## src/rtl/mult_feed_pkg.sv

```systemverilog
// Shared types and constants for the 3x3 systolic multiplier feed controller.
// The optional job counter is enabled with the MULT_FEED_JOBCNT_EN macro (see mult_feed_ctrl).
package mult_feed_pkg;

  typedef enum logic [2:0] {IDLE, CLR, FEED, CAP, OUT} state_t;

  localparam int N           = 3;
  localparam int FEED_CYCLES = 3*N - 2;
  localparam int RES_CNT     = N*N;

  // Result width: a 3-term dot product of DATA_SIZE operands, kept modulo 2^RW.
  function automatic int rw_of(input int data_size);
    return 2*data_size + 1;
  endfunction

endpackage

```

## src/rtl/mult_skew_sel.sv

```systemverilog
// Skew selector: picks element (t - lane) of a 3-element lane, or 0 when t is outside
// the lane's active window.
module mult_skew_sel
  import mult_feed_pkg::*;
#(
  parameter int DATA_SIZE = 8
) (
  input  logic [2:0]           t,
  input  logic [1:0]           lane,
  input  logic [DATA_SIZE-1:0] elems [N],
  output logic [DATA_SIZE-1:0] sel
);

  logic [3:0] k;

  always_comb begin
    sel = '0;
    k   = {1'b0, t} - {2'b00, lane};
    if (t >= {1'b0, lane}) begin
      case (k)
        4'd0:    sel = elems[0];
        4'd1:    sel = elems[1];
        4'd2:    sel = elems[2];
        default: sel = '0;
      endcase
    end
  end

endmodule

```

## src/rtl/mult_feed_ctrl.sv

```systemverilog
// Host-side sequencer for a 3x3 output-stationary systolic multiplier: load A/B, clear,
// feed skewed streams, capture C, stream results. Define MULT_FEED_JOBCNT_EN to add job_cnt.
module mult_feed_ctrl
  import mult_feed_pkg::*;
#(
  parameter  int DATA_SIZE = 8,
  localparam int RW        = rw_of(DATA_SIZE)
) (
  input  logic                 clk,
  input  logic                 reset,
  input  logic                 ld_valid,
  output logic                 ld_ready,
  input  logic                 ld_mat,
  input  logic [1:0]           ld_row,
  input  logic [1:0]           ld_col,
  input  logic [DATA_SIZE-1:0] ld_data,
  input  logic                 start,
  output logic                 busy,
  output logic                 arr_clr,
  output logic [DATA_SIZE-1:0] arr_a1,
  output logic [DATA_SIZE-1:0] arr_a2,
  output logic [DATA_SIZE-1:0] arr_a3,
  output logic [DATA_SIZE-1:0] arr_b1,
  output logic [DATA_SIZE-1:0] arr_b2,
  output logic [DATA_SIZE-1:0] arr_b3,
  input  logic [RW-1:0]        arr_c1,
  input  logic [RW-1:0]        arr_c2,
  input  logic [RW-1:0]        arr_c3,
  input  logic [RW-1:0]        arr_c4,
  input  logic [RW-1:0]        arr_c5,
  input  logic [RW-1:0]        arr_c6,
  input  logic [RW-1:0]        arr_c7,
  input  logic [RW-1:0]        arr_c8,
  input  logic [RW-1:0]        arr_c9,
  output logic                 res_valid,
  input  logic                 res_ready,
  output logic [3:0]           res_idx,
  output logic [RW-1:0]        res_data,
`ifdef MULT_FEED_JOBCNT_EN
  output logic [15:0]          job_cnt,
`endif
  output state_t               dbg_state
);

  // Handshakes: a transfer happens on a rising edge where valid && ready are both 1;
  // ld_ready and res_valid come straight from the state register, never from inputs.

  localparam logic [2:0] T_LAST   = 3'(FEED_CYCLES - 1);
  localparam logic [3:0] IDX_LAST = 4'(RES_CNT - 1);

  state_t               state_q, state_d;
  logic [2:0]           t_q, t_d;
  logic [DATA_SIZE-1:0] a_mem [N][N];
  logic [DATA_SIZE-1:0] b_mem [N][N];
  logic [RW-1:0]        res_mem [RES_CNT];
  logic [3:0]           res_idx_q;
  logic [DATA_SIZE-1:0] a_sel [N];
  logic [DATA_SIZE-1:0] b_sel [N];
  logic [DATA_SIZE-1:0] a_q [N];
  logic [DATA_SIZE-1:0] b_q [N];
  logic                 last_xfer;

  assign last_xfer = (state_q == OUT) && res_ready && (res_idx_q == IDX_LAST);

  always_comb begin
    state_d = state_q;
    t_d     = t_q;
    case (state_q)
      IDLE: if (start) state_d = CLR;
      CLR: begin
        state_d = FEED;
        t_d     = 3'd0;
      end
      FEED: begin
        if (t_q == T_LAST) state_d = CAP;
        else               t_d     = t_q + 3'd1;
      end
      CAP:  state_d = OUT;
      OUT:  if (last_xfer) state_d = IDLE;
      default: state_d = IDLE;
    endcase
  end

  always_ff @(posedge clk) begin
    if (reset) begin
      state_q <= IDLE;
      t_q     <= 3'd0;
    end else begin
      state_q <= state_d;
      t_q     <= t_d;
    end
  end

  // Operand buffers keep their contents across reset; only loads change them.
  always_ff @(posedge clk) begin
    if (!reset && state_q == IDLE && ld_valid && ld_row != 2'd3 && ld_col != 2'd3) begin
      if (ld_mat) b_mem[ld_row][ld_col] <= ld_data;
      else        a_mem[ld_row][ld_col] <= ld_data;
    end
  end

  always_ff @(posedge clk) begin
    if (state_q == CAP) begin
      res_mem[0] <= arr_c1;
      res_mem[1] <= arr_c2;
      res_mem[2] <= arr_c3;
      res_mem[3] <= arr_c4;
      res_mem[4] <= arr_c5;
      res_mem[5] <= arr_c6;
      res_mem[6] <= arr_c7;
      res_mem[7] <= arr_c8;
      res_mem[8] <= arr_c9;
    end
  end

  // Streams are registered from the next t so the array sees them during that FEED cycle.
  for (genvar i = 0; i < N; i++) begin : g_lane
    logic [DATA_SIZE-1:0] a_row [N];
    logic [DATA_SIZE-1:0] b_col [N];
    for (genvar k = 0; k < N; k++) begin : g_el
      assign a_row[k] = a_mem[i][k];
      assign b_col[k] = b_mem[k][i];
    end
    mult_skew_sel #(.DATA_SIZE(DATA_SIZE)) u_a_sel (
      .t(t_d), .lane(2'(i)), .elems(a_row), .sel(a_sel[i])
    );
    mult_skew_sel #(.DATA_SIZE(DATA_SIZE)) u_b_sel (
      .t(t_d), .lane(2'(i)), .elems(b_col), .sel(b_sel[i])
    );
  end

  always_ff @(posedge clk) begin
    if (reset) begin
      res_idx_q <= 4'd0;
      for (int i = 0; i < N; i++) begin
        a_q[i] <= '0;
        b_q[i] <= '0;
      end
    end else begin
      if (state_q == CAP)
        res_idx_q <= 4'd0;
      else if (state_q == OUT && res_ready)
        res_idx_q <= last_xfer ? 4'd0 : res_idx_q + 4'd1;
      for (int i = 0; i < N; i++) begin
        a_q[i] <= (state_d == FEED) ? a_sel[i] : '0;
        b_q[i] <= (state_d == FEED) ? b_sel[i] : '0;
      end
    end
  end

`ifdef MULT_FEED_JOBCNT_EN
  always_ff @(posedge clk) begin
    if (reset)          job_cnt <= 16'd0;
    else if (last_xfer) job_cnt <= job_cnt + 16'd1;
  end
`endif

  assign ld_ready  = (state_q == IDLE);
  assign busy      = (state_q != IDLE);
  assign arr_clr   = (state_q == CLR);
  assign res_valid = (state_q == OUT);
  assign res_idx   = res_idx_q;
  assign res_data  = res_mem[res_idx_q];
  assign arr_a1    = a_q[0];
  assign arr_a2    = a_q[1];
  assign arr_a3    = a_q[2];
  assign arr_b1    = b_q[0];
  assign arr_b2    = b_q[1];
  assign arr_b3    = b_q[2];
  assign dbg_state = state_q;

endmodule

```

## config.mk

```make
export PLATFORM = sky130hd
export DESIGN_NAME = mult_feed_ctrl
export DESIGN_NICKNAME = d
export VERILOG_FILES = /design/src/rtl/mult_feed_pkg.sv /design/src/rtl/mult_skew_sel.sv /design/src/rtl/mult_feed_ctrl.sv
export SDC_FILE = /design/constraint.sdc
export NUM_CORES = 1
export LEC_CHECK = 0
export CORE_MARGIN = 2
export CORE_UTILIZATION = 39
export CTS_CLUSTER_SIZE = 24
export DETAILED_ROUTE_END_ITERATION = 8
export GPL_TIMING_DRIVEN = 0
export PLACE_DENSITY = 0.74
export SYNTH_ARGS = -nofsm -noshare
export SYNTH_HDL_FRONTEND = slang
export SYNTH_SLANG_ARGS = --single-unit
```

## constraint.sdc

```tcl
create_clock -name clk -period 5.8 [get_ports clk]
set_input_delay 0.58 -clock clk [delete_from_list [all_inputs] [get_ports clk]]
set_output_delay 0.58 -clock clk [all_outputs]
set_load 0.01 [all_outputs]
```

==> impl_metrics.toml <==
[floorplanning]
start_util_pct = 39.9
die_width_um = 190
die_area_um2 = 35900
core_region_area_um2 = 33700
die-height_um = 190
num_io_pins = 247
placementRows = 67

[sta]
slew-limit-headroom_pct = 39.2
grt_setup_unrepaired = "false"
hold-worst-slack_ns = 0.488
worstMarginPinSlew_ns = 0.913
max_slew_violations = 0
timing.clock.skew_ns = 0.0221
fin_crit_sh_pct = 65.5
timing.final.crit_period_ns = 3.80
clock.fmax_ghz = 0.263
setup_viol = 0
timing.final.hold_violations = 0

[clock_tree]
cts_tree = "yes"
cts-buffers-inserted = 39
cts_max_path_buffers = 3
h_tree_depth = 2
postCtsResizedCells = 0
clock-root-buffer = "clkbuf_16"
clk_transition_reported_paths_ns = 0.06
postCtsSetupRepairBufs = 0
cts.hold.buffers_added = 0
insertion_delay_ns = 0.53
clock_sink_count = 359

[route]
drt_pre_antenna_iters = 5
vias_per_inst = 5.23
routed_wirelength_um = 33800
remaining_drc_errors = 0
detail_route.wl_per_cell_um = 21.3
dr_total_vias = 8283
drt_iter0_markers = 787
ant_nets = 0

[critical_path]
max_stage_delay_ns = 0.64
ff2ff_setup_slack_ns = 2.10
ff2ff_path_depth = 15
worst_path_most_repeated_cell = "clkbuf_1"
timing.critical_path.to_type = "output pin"
critical_path.startpoint_type = "flop"
cell_family_with_the_largest_share_of_critical_path_delay = "buffers and inverters"
critical_path.cell_chain = "clkbuf_1 > clkbuf_1 > mux4_2 > mux2i_1 > o21ai_0 > clkdlybuf4s50_1"
cp_data_required_time_ns = 5.22
critPathBufInv = 3
critical_path.reg2reg.endpoint = "b_q[0][14]"
worst_ep_arrival_time_ns = 3.22
timing.critical_path.fanout_max = 10
cpMaxStageDelayCell = "clkbuf_1"
worstReg2RegStart = "t_q[0]"
worstSetupPathType = "flop to output pin"

[grt]
first_global_vias = 8356
grt_antenna_before_repair = 6
grt_max_degree = 73
grt_use_total_pct = 18.4
final_global_route_overflow_total = 0
global_route_wire_length_before_repair_um = 49800

[placed_design]
io_buffer_count = 245
gp_congestion = 0.833
dpl.cell_count = 1508
dp_hpwl_um = 23000
placed_instance_area_um2 = 16500

[hold_path]
hold_depth = 2
worstHoldPathType = "input port to flop"
hp-start = "reset"
holdPathEnd = "t_q[2]"

[power_and_ir_drop]
total_switching_power_mw = 1.21
power_switching_share_pct = 21.2
pwr_density_cell_nw_per_um2 = 320
cell_internal_power_mw = 4.49
max-vdd-ir-drop_uv = 261
pwr-share-clk_pct = 43.7
sequentialPowerShare_pct = 49.7
power_frac_comb_pct = 6.7
leakagePower_nw = 5.63

[yosys]
synth_nets = 991
yosys.area.top_type = "edfxtp_1"
synth_area_per_cell_um2 = 16.5
yosys_register_bits = 359
synth.yosys.warnings = 0
netlist_instances = 813
synth_top_cells_by_area = "edfxtp_1, dfxtp_1, mux4_2"
synth-main-ff-cell = "edfxtp_1"
synthArstFlopShare_pct = 0
mappedNetlistArea_um2 = 13400
synth_seq_area_share_pct = 75.6
synth_enable_flop_cells = 297
post_synth_num_cell_types = 51
share_of_the_synthesized_area_in_the_top_cell_type_pct = 66.4

[finish]
layout.cells.most_common_list = "edfxtp_1, clkdlybuf4s50_1, nand2_1"
fill_cells = 2686
final_layout_size_suffix_gt1_share_pct = 13.3
finalNetCount = 1279
final-instance-count-excl-fill = 1583
area_growth_pct = 32.6
final_cell_area_um2 = 17800
most_common_cell_after_layout_fill_and_taps_aside = "edfxtp_1"

[run]
drv_cap = 0

[status]
status = "finished clean"
-- sequential cells by signal, summed over array words and instances, names as in the netlist, named ones only --
register and flops:
a_q 24, dbg_state 3, res_mem 153, b_mem 72, t_q 3, b_q 24, a_mem 72, res_idx 4
-- how the worst max path moves through the flow --
stage,to,slack [ns],cells past startpoint
6_report,res_data[15],2.00,6
5_1_grt,res_data[15],1.77,6
4_1_cts,res_data[15],1.89,6
3_5_place_dp,b_q[0][14],2.16,15
3_3_place_gp,res_mem[2][7],-0.30,3
2_1_floorplan,res_mem[0][0],1.05,3
-- worst reg2reg max path, stage by stage (launching register included) --
cell	delay, ns
dfxtp_1	0.41
inv_1	0.09
ha_1	0.28
nor2_1	0.04
a221o_1	0.41
buf_6	0.18
nor3_4	0.42
buf_6	0.23
ha_1	0.15
nor2b_1	0.12
clkbuf_1	0.23
clkbuf_1	0.38
nand2_1	0.09
nor4_1	0.27
a41oi_1	0.11
a21oi_1	0.20
-- metrics by stage --
step                      setup TNS [ns]  worst slack (ns)  util [%]  total power [mW]
final                                  0              2.00      52.9              5.70
after global routing                   0              1.77      52.8              5.88
after CTS                              0              1.89      52.8              5.74
after detailed placement               0              2.16      49.0              3.27
after global placement            -45.93            -0.301      48.8              3.26
after floorplan                        0              1.05         -              3.05
-- per-layer routing --
layer	share of wire [%]	GRT usage [%]
met1	39	23.7
met2	49	30.6
met3	9.0	4.32
met4	2.9	6.80
met5	0.027	0
-- layout make-up --
cell class              count  area [µm²]  share of cell area, %
flip-flops and latches    359       10200                   57.0
multi-input cells         392        2940                   16.5
repair buffers            247        2510                   14.1
clock buffers              50        1060                   5.94
well taps                 448         561                   3.15
plain buffers              53         299                   1.68
clock inverters            21         240                   1.35
inverters                   9        33.8                  0.190
diodes                      4        10.0                 0.0562
-- cell families after synthesis --
family	synth area share, %
DFF	75.6
and+or+nand+nor	8.29
AOI/OAI and AO/OA	5.38
buffers and inverters	2.48
muxes	7.29
adders and majority gates	0.652
xor gates and xnor gates	0.261
-- power groups by stage --
stage	sequential, mW	clock (mW)	combinational, mW
2_1_floorplan	2.89	0	0.152
3_3_place_gp	2.89	0	0.366
3_5_place_dp	2.89	0	0.377
4_1_cts	2.83	2.53	0.381
5_1_grt	2.83	2.64	0.408
6_report	2.83	2.49	0.380
-- Yosys cell counts (2+ instances only) --
library cell and count:
edfxtp_1 297, nand2_1 84, nand3_1 72, dfxtp_1 62, mux4_2 34, nor2_1 31
a31oi_1 22, clkbuf_1 21, a21oi_1 19, o21ai_0 19, mux2i_1 18, a41oi_1 14
nor4_1 13, buf_2 11, a31oi_2 10, buf_4 9, inv_1 8, buf_6 7
ha_1 7, buf_1 5, nand2b_1 5, nor2b_1 4, mux2_2 3, nor3_1 3
a21o_1 2, and3_1 2, nand4b_1 2, nor3_4 2, nor3b_2 2, or2_2 2
xnor2_1 2, xor2_1 2
(Power assumes the default switching activity.)
